==> src/rtl/vga_pattern_gen.sv <==
// ---------------------------------------------------------------------------
// vga_pattern_gen
//   VGA-style timing generator with built-in test patterns (colour bars,
//   checkerboard, gradient, solid colour). Horizontal and vertical counters
//   walk sync -> back porch -> active -> front porch; every output is a flop
//   fed from the current counter state, so all outputs share one clock of
//   latency and stay mutually aligned.
//
// Ports
//   clk          pixel clock
//   rst_n        synchronous active-low reset
//   mode         pattern select (0 bars, 1 checker, 2 gradient, 3 solid),
//                sampled only at counter position (0,0)
//   solid_color  colour word for solid mode, sampled with mode
//   hsync/vsync  sync pulses, active level set by HSYNC_POL / VSYNC_POL
//   de           active-video flag
//   r/g/b        colour, word mapped MSB-first onto {r,g,b}
//   pix_x/pix_y  active column / row (0 outside the active area)
//   frame_start  one-cycle pulse on the output cycle of position (0,0)
//   frame_cnt    completed-frame counter, wraps 255 -> 0
// ---------------------------------------------------------------------------
module vga_pattern_gen #(
    parameter int H_SYNC     = 128,
    parameter int H_BP       = 128,
    parameter int H_ACTIVE   = 800,
    parameter int H_FP       = 32,
    parameter int V_SYNC     = 4,
    parameter int V_BP       = 14,
    parameter int V_ACTIVE   = 600,
    parameter int V_FP       = 1,
    parameter bit HSYNC_POL  = 1'b0,
    parameter bit VSYNC_POL  = 1'b0,
    parameter int RW         = 3,
    parameter int GW         = 3,
    parameter int BW         = 2,
    parameter int CHECK_LOG2 = 5,
    localparam int CW        = RW + GW + BW,
    localparam int XW        = $clog2(H_ACTIVE),
    localparam int YW        = $clog2(V_ACTIVE)
) (
    input  logic          clk,
    input  logic          rst_n,
    input  logic [1:0]    mode,
    input  logic [CW-1:0] solid_color,
    output logic          hsync,
    output logic          vsync,
    output logic          de,
    output logic [RW-1:0] r,
    output logic [GW-1:0] g,
    output logic [BW-1:0] b,
    output logic [XW-1:0] pix_x,
    output logic [YW-1:0] pix_y,
    output logic          frame_start,
    output logic [7:0]    frame_cnt
);

    localparam int H_TOTAL = H_SYNC + H_BP + H_ACTIVE + H_FP;
    localparam int V_TOTAL = V_SYNC + V_BP + V_ACTIVE + V_FP;
    localparam int HW      = $clog2(H_TOTAL);
    localparam int VW      = $clog2(V_TOTAL);

    localparam logic [HW-1:0] H_LAST      = HW'(H_TOTAL - 1);
    localparam logic [HW-1:0] H_SYNC_END  = HW'(H_SYNC);
    localparam logic [HW-1:0] H_ACT_LO    = HW'(H_SYNC + H_BP);
    localparam logic [HW-1:0] H_ACT_HI    = HW'(H_TOTAL - H_FP);
    localparam logic [HW-1:0] H_STEP_LAST = HW'(H_ACTIVE / 16 - 1);
    localparam logic [VW-1:0] V_LAST      = VW'(V_TOTAL - 1);
    localparam logic [VW-1:0] V_SYNC_END  = VW'(V_SYNC);
    localparam logic [VW-1:0] V_ACT_LO    = VW'(V_SYNC + V_BP);
    localparam logic [VW-1:0] V_ACT_HI    = VW'(V_TOTAL - V_FP);
    localparam logic [VW-1:0] V_STEP_LAST = VW'(V_ACTIVE / 16 - 1);

    typedef enum logic [1:0] {
        MODE_BARS  = 2'd0,
        MODE_CHECK = 2'd1,
        MODE_GRAD  = 2'd2,
        MODE_SOLID = 2'd3
    } mode_e;

    // Timing and pattern state
    logic [HW-1:0] hctr_q, hctr_d;
    logic [VW-1:0] vctr_q, vctr_d;
    logic [HW-1:0] hstep_q, hstep_d;
    logic [VW-1:0] vstep_q, vstep_d;
    logic [3:0]    hb_q, hb_d;
    logic [3:0]    vb_q, vb_d;
    mode_e         mode_q, mode_d;
    logic [CW-1:0] solid_q, solid_d;
    logic [7:0]    fcnt_q, fcnt_d;

    // Output registers
    logic          hsync_q, hsync_d;
    logic          vsync_q, vsync_d;
    logic          de_q, de_d;
    logic [CW-1:0] rgb_q, rgb_d;
    logic [XW-1:0] pix_x_q, pix_x_d;
    logic [YW-1:0] pix_y_q, pix_y_d;
    logic          frame_start_q, frame_start_d;
    logic [7:0]    frame_cnt_q, frame_cnt_d;

    // Combinational helpers
    logic          h_last, v_last, h_act, v_act, at_origin;
    logic [XW-1:0] x_w;
    logic [YW-1:0] y_w;
    logic [CW-1:0] word;

    always_comb begin
        // NOTE: every signal gets a default before any branch, so no path
        // leaves a value unassigned and no latch is inferred.
        hctr_d        = hctr_q;
        vctr_d        = vctr_q;
        hstep_d       = hstep_q;
        vstep_d       = vstep_q;
        hb_d          = hb_q;
        vb_d          = vb_q;
        mode_d        = mode_q;
        solid_d       = solid_q;
        fcnt_d        = fcnt_q;
        word          = '0;

        h_last    = (hctr_q == H_LAST);
        v_last    = (vctr_q == V_LAST);
        h_act     = (hctr_q >= H_ACT_LO) && (hctr_q < H_ACT_HI);
        v_act     = (vctr_q >= V_ACT_LO) && (vctr_q < V_ACT_HI);
        at_origin = (hctr_q == '0) && (vctr_q == '0);
        x_w       = XW'(hctr_q - H_ACT_LO);
        y_w       = YW'(vctr_q - V_ACT_LO);

        // Raster counters
        if (h_last) begin
            hctr_d = '0;
            vctr_d = v_last ? '0 : vctr_q + 1'b1;
        end else begin
            hctr_d = hctr_q + 1'b1;
        end
        if (h_last && v_last) begin
            fcnt_d = fcnt_q + 8'd1;
        end

        // Pattern controls are frozen for the whole frame
        if (at_origin) begin
            mode_d  = mode_e'(mode);
            solid_d = solid_color;
        end

        // Horizontal band: cleared on the last clock of every line so it is
        // zero when the next line begins; steps only across active pixels.
        if (h_last) begin
            hstep_d = '0;
            hb_d    = '0;
        end else if (h_act) begin
            if (hstep_q == H_STEP_LAST) begin
                hstep_d = '0;
                if (hb_q != 4'd15) hb_d = hb_q + 4'd1;
            end else begin
                hstep_d = hstep_q + 1'b1;
            end
        end

        // Vertical band: steps at the end of each active line, cleared at
        // the frame wrap.
        if (h_last && v_last) begin
            vstep_d = '0;
            vb_d    = '0;
        end else if (h_last && v_act) begin
            if (vstep_q == V_STEP_LAST) begin
                vstep_d = '0;
                if (vb_q != 4'd15) vb_d = vb_q + 4'd1;
            end else begin
                vstep_d = vstep_q + 1'b1;
            end
        end

        unique case (mode_q)
            MODE_BARS:  word = CW'({hb_q, vb_q});
            MODE_CHECK: word = (x_w[CHECK_LOG2] ^ y_w[CHECK_LOG2]) ? {CW{1'b1}} : '0;
            MODE_GRAD:  word = CW'(x_w) + CW'(y_w) + CW'(fcnt_q);
            MODE_SOLID: word = solid_q;
            default:    word = '0;
        endcase

        hsync_d       = (hctr_q < H_SYNC_END) ? HSYNC_POL : ~HSYNC_POL;
        vsync_d       = (vctr_q < V_SYNC_END) ? VSYNC_POL : ~VSYNC_POL;
        de_d          = h_act && v_act;
        rgb_d         = de_d ? word : '0;
        pix_x_d       = de_d ? x_w : '0;
        pix_y_d       = de_d ? y_w : '0;
        frame_start_d = at_origin;
        frame_cnt_d   = fcnt_q;
    end

    always_ff @(posedge clk) begin
        // NOTE: sequential state uses non-blocking assignments so every flop
        // samples the pre-edge value of the others.
        if (!rst_n) begin
            hctr_q        <= '0;
            vctr_q        <= '0;
            hstep_q       <= '0;
            vstep_q       <= '0;
            hb_q          <= '0;
            vb_q          <= '0;
            mode_q        <= MODE_BARS;
            solid_q       <= '0;
            fcnt_q        <= '0;
            hsync_q       <= ~HSYNC_POL;
            vsync_q       <= ~VSYNC_POL;
            de_q          <= 1'b0;
            rgb_q         <= '0;
            pix_x_q       <= '0;
            pix_y_q       <= '0;
            frame_start_q <= 1'b0;
            frame_cnt_q   <= '0;
        end else begin
            hctr_q        <= hctr_d;
            vctr_q        <= vctr_d;
            hstep_q       <= hstep_d;
            vstep_q       <= vstep_d;
            hb_q          <= hb_d;
            vb_q          <= vb_d;
            mode_q        <= mode_d;
            solid_q       <= solid_d;
            fcnt_q        <= fcnt_d;
            hsync_q       <= hsync_d;
            vsync_q       <= vsync_d;
            de_q          <= de_d;
            rgb_q         <= rgb_d;
            pix_x_q       <= pix_x_d;
            pix_y_q       <= pix_y_d;
            frame_start_q <= frame_start_d;
            frame_cnt_q   <= frame_cnt_d;
        end
    end

    assign hsync       = hsync_q;
    assign vsync       = vsync_q;
    assign de          = de_q;
    assign {r, g, b}   = rgb_q;
    assign pix_x       = pix_x_q;
    assign pix_y       = pix_y_q;
    assign frame_start = frame_start_q;
    assign frame_cnt   = frame_cnt_q;

endmodule

==> config.mk <==
export PLATFORM = sky130hd
export DESIGN_NAME = vga_pattern_gen
export DESIGN_NICKNAME = d
export VERILOG_FILES = /design/src/rtl/vga_pattern_gen.sv
export SDC_FILE = /design/constraint.sdc
export NUM_CORES = 1
export LEC_CHECK = 0
export CAP_MARGIN = 20
export CORE_ASPECT_RATIO = 0.8
export CORE_MARGIN = 2
export CORE_UTILIZATION = 35
export CTS_BUF_LIST = sky130_fd_sc_hd__clkbuf_4
export DETAILED_ROUTE_END_ITERATION = 8
export PLACE_DENSITY_LB_ADDON = 0.1
export SKIP_LAST_GASP = 1
export SYNTH_ARGS = -nofsm -noshare
export SYNTH_HDL_FRONTEND = slang
export SYNTH_SLANG_ARGS = --single-unit
==> constraint.sdc <==
create_clock -name clk -period 3.5 [get_ports clk]
set_input_delay 0.7 -clock clk [delete_from_list [all_inputs] [get_ports clk]]
set_output_delay 0.7 -clock clk [all_outputs]
set_load 0.005 [all_outputs]
## Word level (Yosys, flattened, before mapping)

Cells that the tools add are included.

| word-level totals | value |
|---|---|
| register bits after elaboration | 108 |
| latch bits | 0 |
| bits in writable memories | 0 |
| bits in read-only memories | 0 |
| input port bits | 12 |
| output and inout bits | 40 |
| word-level logic and storage cells | 66 |
| memories | 0 |

| cells by class | value |
|---|---|
| add/subtract/negate cells | 11 |
| $mul | 0 |
| divide/modulo/power cells | 0 |
| order comparisons | 6 |
| equality and inequality tests | 9 |
| shift-type cells | 0 |
| muxes and demuxes | 7 |
| bitwise logic cells | 2 |
| reduce and logical (&&, ||, !) cells | 14 |

Operator list:

| kind | count |
|---|---|
| case mux 8 bit (4 select lines) | 1 |
| adder 11 x 1 -> 11 bit, second input constant | 2 |
| adder 10 x 1 -> 10 bit, second input constant | 2 |
| two-way mux 10 bit | 2 |
| adder 8 bit | 2 |
| == test 11 bit, second input constant | 1 |
| == test 11 x 6 -> 1 bit, second input constant | 1 |
| >= comparator 11 x 9 -> 1 bit, second input constant | 1 |
| logical NOT 11 bit | 1 |
| < comparator 11 bit, second input constant | 1 |
| < comparator 11 x 8 -> 1 bit, second input constant | 1 |
| two-way mux 11 bit | 1 |
| == test 10 bit, second input constant | 1 |
| == test 10 x 6 -> 1 bit, second input constant | 1 |
| >= comparator 10 x 5 -> 1 bit, second input constant | 1 |
| logical NOT 10 bit | 1 |
| < comparator 10 bit, second input constant | 1 |
| < comparator 10 x 3 -> 1 bit, second input constant | 1 |
| subtractor 10 x 5 -> 10 bit, second input constant | 1 |
| subtractor 10 x 9 -> 10 bit, second input constant | 1 |
| adder 4 x 1 -> 4 bit, second input constant | 2 |
| adder 8 x 1 -> 8 bit, second input constant | 1 |
| two-way mux 8 bit | 1 |
| inequality test 4 bit, second input constant | 2 |
| other kinds (10) | 19 |

## Longest topological paths before layout

| logic depth | value |
|---|---|
| word-level depth | 4 |
| depth in mapped cells | 12 |
| mapped depth without buffers | 12 |

## Worst setup path before layout

Ideal clock, no wire load.

| timing | value |
|---|---|
| path type | reg-to-reg |
| from | reg vctr_q[1] |
| to | reg rgb_q[5] |
| arrival time | 2979 ps |
| setup slack | 406 ps |
| cell stages (with the launch flop) | 13 |
| buffers on the path | 0 |
| path through | dfxtp_1 -> inv_1 -> ha_1 -> nand2b_1 -> nor3b_1 -> nor2_1 -> fa_1 -> ha_1 -> o21a_1 -> o31a_1 -> a21oi_1 -> mux4_2 -> and2_1 |

| on the way | value |
|---|---|
| cells in the longest elaborated chain, start to end | 4 |
| elaborated cells on any way between the ends | 11 |

Ends and longest elaborated chain:

| what | RTL line | source |
|---|---|---|
| start: declaration | 82 | `logic [VW-1:0] vctr_q, vctr_d;` |
| start signal: assignment | 215 | `vctr_q <= vctr_d;` |
| subtractor 10 x 5 -> 10 bit | 127 | `y_w = YW'(vctr_q - V_ACT_LO);` |
| named net y_w[1] | 104 | `logic [YW-1:0] y_w;` |
| adder 8 bit (2 in series) | 177 | `MODE_GRAD: word = CW'(x_w) + CW'(y_w) + CW'(fcnt_q);` |
| case mux 8 bit (4 select lines) | 174 | `unique case (mode_q)` |
| end signal: assignment | 226 | `rgb_q <= rgb_d;` |
| end: declaration | 95 | `logic [CW-1:0] rgb_q, rgb_d;` |

The timed path passes the listed nets, and every way through them passes these cells.
A chain may end at the register's enable or synchronous reset.

## Worst setup path in the final report

| timing | value |
|---|---|
| from | reg vctr_q[2] |
| to | reg rgb_q[5] |

| on the way | value |
|---|---|
| cells in the longest elaborated chain, start to end | 4 |
| elaborated cells on any way between the ends | 11 |

Ends and longest elaborated chain:

| what | RTL line |
|---|---|
| subtractor 10 x 5 -> 10 bit * | 127 |
| named net y_w[5] | 104 |
| adder 8 bit / XOR 1 bit (equally long branches) | 177, 176 |
| adder 8 bit / two-way mux 8 bit (equally long branches) | 177, 176 |
| case mux 8 bit (4 select lines) * | 174 |

Mark *: on every way through the listed nets, which the timed path passes. The rest lies on a longest branch.

==> metrics <==
CP peak stage delay between 0.4 and 0.5 ns; Worst Skew roughly 0.023 ns; final setup fails 0; routability cong. 0.8819; xor/xnor share of the synthesized area 0.07867; Post-Synth Adder-Cell Area 0.08694; min cycle time layout 3.261 ns; clk_lat worst skew 0.48 ns; initial core utilization 0.3551; Vias/cell 5.204; Remaining Overflow, GRT 0; post-synthesis mux area share 0.04819; largest cells by area after synthesis dfxtp_1 (41%), ha_1 (5.7%), xnor2_1 (5.1%), nor2_1 (4.0%), and2_1 (3.4%); Hold Buf Count CTS 0; Mapped Avg Cell Area 9.292 sq um; EDFF count, synth 0; Wirelength per Cell 16.02 microns; Top cell by count, worst path ha_1; post-synthesis cell type count 58; synth warn 0; layout cells sized above 1 0.06250; Final Util 0.4118; Worst-Margin Slew 0.9670 ns; Synth area leader dfxtp_1; unrepaired setup endpoints after global routing false; commonest non-fill, non-tap cell in the layout dfxtp_1; GRT Total Usage 0.1674; nets@finish 664; post-CTS setup buffer count 0; critical path type reg2reg; Power Density 314.4 nW/um^2; pre-CTS setup slack 0.2804 ns; Final Hold Violating Endpoints 0; CP Capture Type flip-flop; Yosys reg bits 108; Final ANT Viol Nets 0; H-tree level count 3; Area Overhead vs Synth 15.97%; # DRC 0; largest net degree at the start of global routing 31; Syn Nets just over 600; die footprint 16,140 sq um; fin worst setup slack 0.2390 ns; Root Driver clkbuf_4; Synth Area in Compound Gates 0.08788; Starting DRT DRC Count 368; Max VDD drop 0.0001232 V; status finished, final reports clean; Final Slew Violations 0; P_leak 2.322 nW; antenna violations before repair 0; DP Area 6047 sq um; row count 40; TritonCTS clock tree yes; num ports 52; max-cap viol count 0; # diodes 0; clk sinks 108; Crit path required time 3.89 ns; post-synth top area share 0.4082; synthesized area 5296 sq um; via count 4,231; Max clock buf depth 2; Worst Hold Class reg2reg; CP max FO 7; Finished Layout Cells 813; Clk pin slew, worst setup/hold paths about 0.15 ns; Worst Setup Start Kind flip-flop; commonest non-fill, non-tap cells in the layout dfxtp_1 (108), nor2_1 (56), clkdlybuf4s50_1 (51); Max Freq 306.7 MHz; die height roughly 110 microns; drt total wl 13,020 microns; Final Cycle Share 0.9317; Critical Path AT ~3.7 ns; vias in the first global route 3,859; Main synth FF type dfxtp_1; Slew HR 0.3494; CTS resizes 0; die width 141.5 microns; DR pass1 iterations 5; core area 14,910 sq um; CTS Buf Count 9; Port Buf Inserts slightly above 50; Final Cell Area 6142 sq um; post-synthesis sequential area ratio 0.4082; hpwl dp 9858 microns; largest family of logic cells by synthesized area simple AND/OR/NAND/NOR gates; slowest CP cell dfxtp_1; Mapped Cells 570; Simple-Gate Fraction of Synth Area 0.2514; first-pass GRT wire length about 21,000 microns; ys async rst share 0; DP Cell Count 798; critical-path cell list inv_1 -> ha_1 -> nand2b_1 -> nor3b_1 -> nor2_1 -> fa_1 -> ha_1 -> o21a_1 -> o31a_1 -> a21oi_1 -> mux4_2 -> and2_1; Post-Route Setup TNS 0 ns
-- registers in the layout, indices dropped and copies added (netlist names), 4 cells and up --
signal     count
hb_q           4
rgb_q          8
vb_q           4
pix_y         10
frame_cnt      8
hstep_q       11
pix_x         10
solid_q        8
hctr_q        11
vctr_q        10
vstep_q       10
fcnt_q         8
-- cell families after synthesis --
family | count (synthesis)
mux | 18
buf+inv | 53
fa+ha+maj | 32
xor+xnor | 46
compound gates | 69
simple gates | 244
flops | 108
-- where the power goes --
| part | switching, mW | internal (mW) |
|---|---|---|
| logic | 0.0627 | 0.0751 |
| clock network | 0.383 | 0.141 |
| registers | 0.0240 | 1.25 |
| total | 0.470 | 1.46 |
-- layer usage --
metal | wire length [microns] | GRT usage
met1 | 6514 | 0.2413
met2 | 5672 | 0.2498
met3 | 638 | 0.03484
met4 | 197 | 0.05533
met5 | 0 | 0
-- synthesized netlist by cell type (19+ instances only) --
library cell,instances
dfxtp_1,108
nor2_1,56
xnor2_1,31
and2_1,29
inv_1,28
nand2_1,26
ha_1,24
nor3_1,21
nand3_1,20
a21oi_1,19
and3_1,19
clkbuf_1,19
-- critical path, delay by kind of cell (launching register included) --
kind | cells | cell delay, ns
AOI/OAI and AO/OA | 3 | 0.33
buffers and inverters | 1 | 0.12
and+or+nand+nor | 4 | 0.78
DFF | 1 | 0.46
adders and majority gates | 3 | 1.02
muxes | 1 | 0.45
-- final timing paths --
check / start / end / slack, ns / depth (start not counted)
max: vctr_q[2] / rgb_q[5] / 0.24 / 12
min: vstep_q[9] / vstep_q[9] / 0.50 / 2
max reg2reg: vctr_q[2] / rgb_q[5] / 0.24 / 12
min reg2reg: vstep_q[9] / vstep_q[9] / 0.50 / 2
-- area by class of cell --
| class | instances | area, sq um |
|---|---|---|
| clock buffers | 10 | 75.07 |
| clock inverters | 5 | 20.02 |
| fillers | 1458 | 8772 |
| inverters | 28 | 105.1 |
| multi-input cells | 409 | 2935 |
| flip-flops and latches | 108 | 2162 |
| well taps | 189 | 236.5 |
| repair buffers | 64 | 608.1 |
-- metrics by stage --
step	total power, mW	hold slack [ns]
global route	2.025	0.5301
CTS	1.969	0.4977
global placement	1.436	0.4657
detailed placement	1.437	0.4781
floorplan	1.380	0.4523
finish	1.931	0.4957
Power figures use the tool's default switching activity.
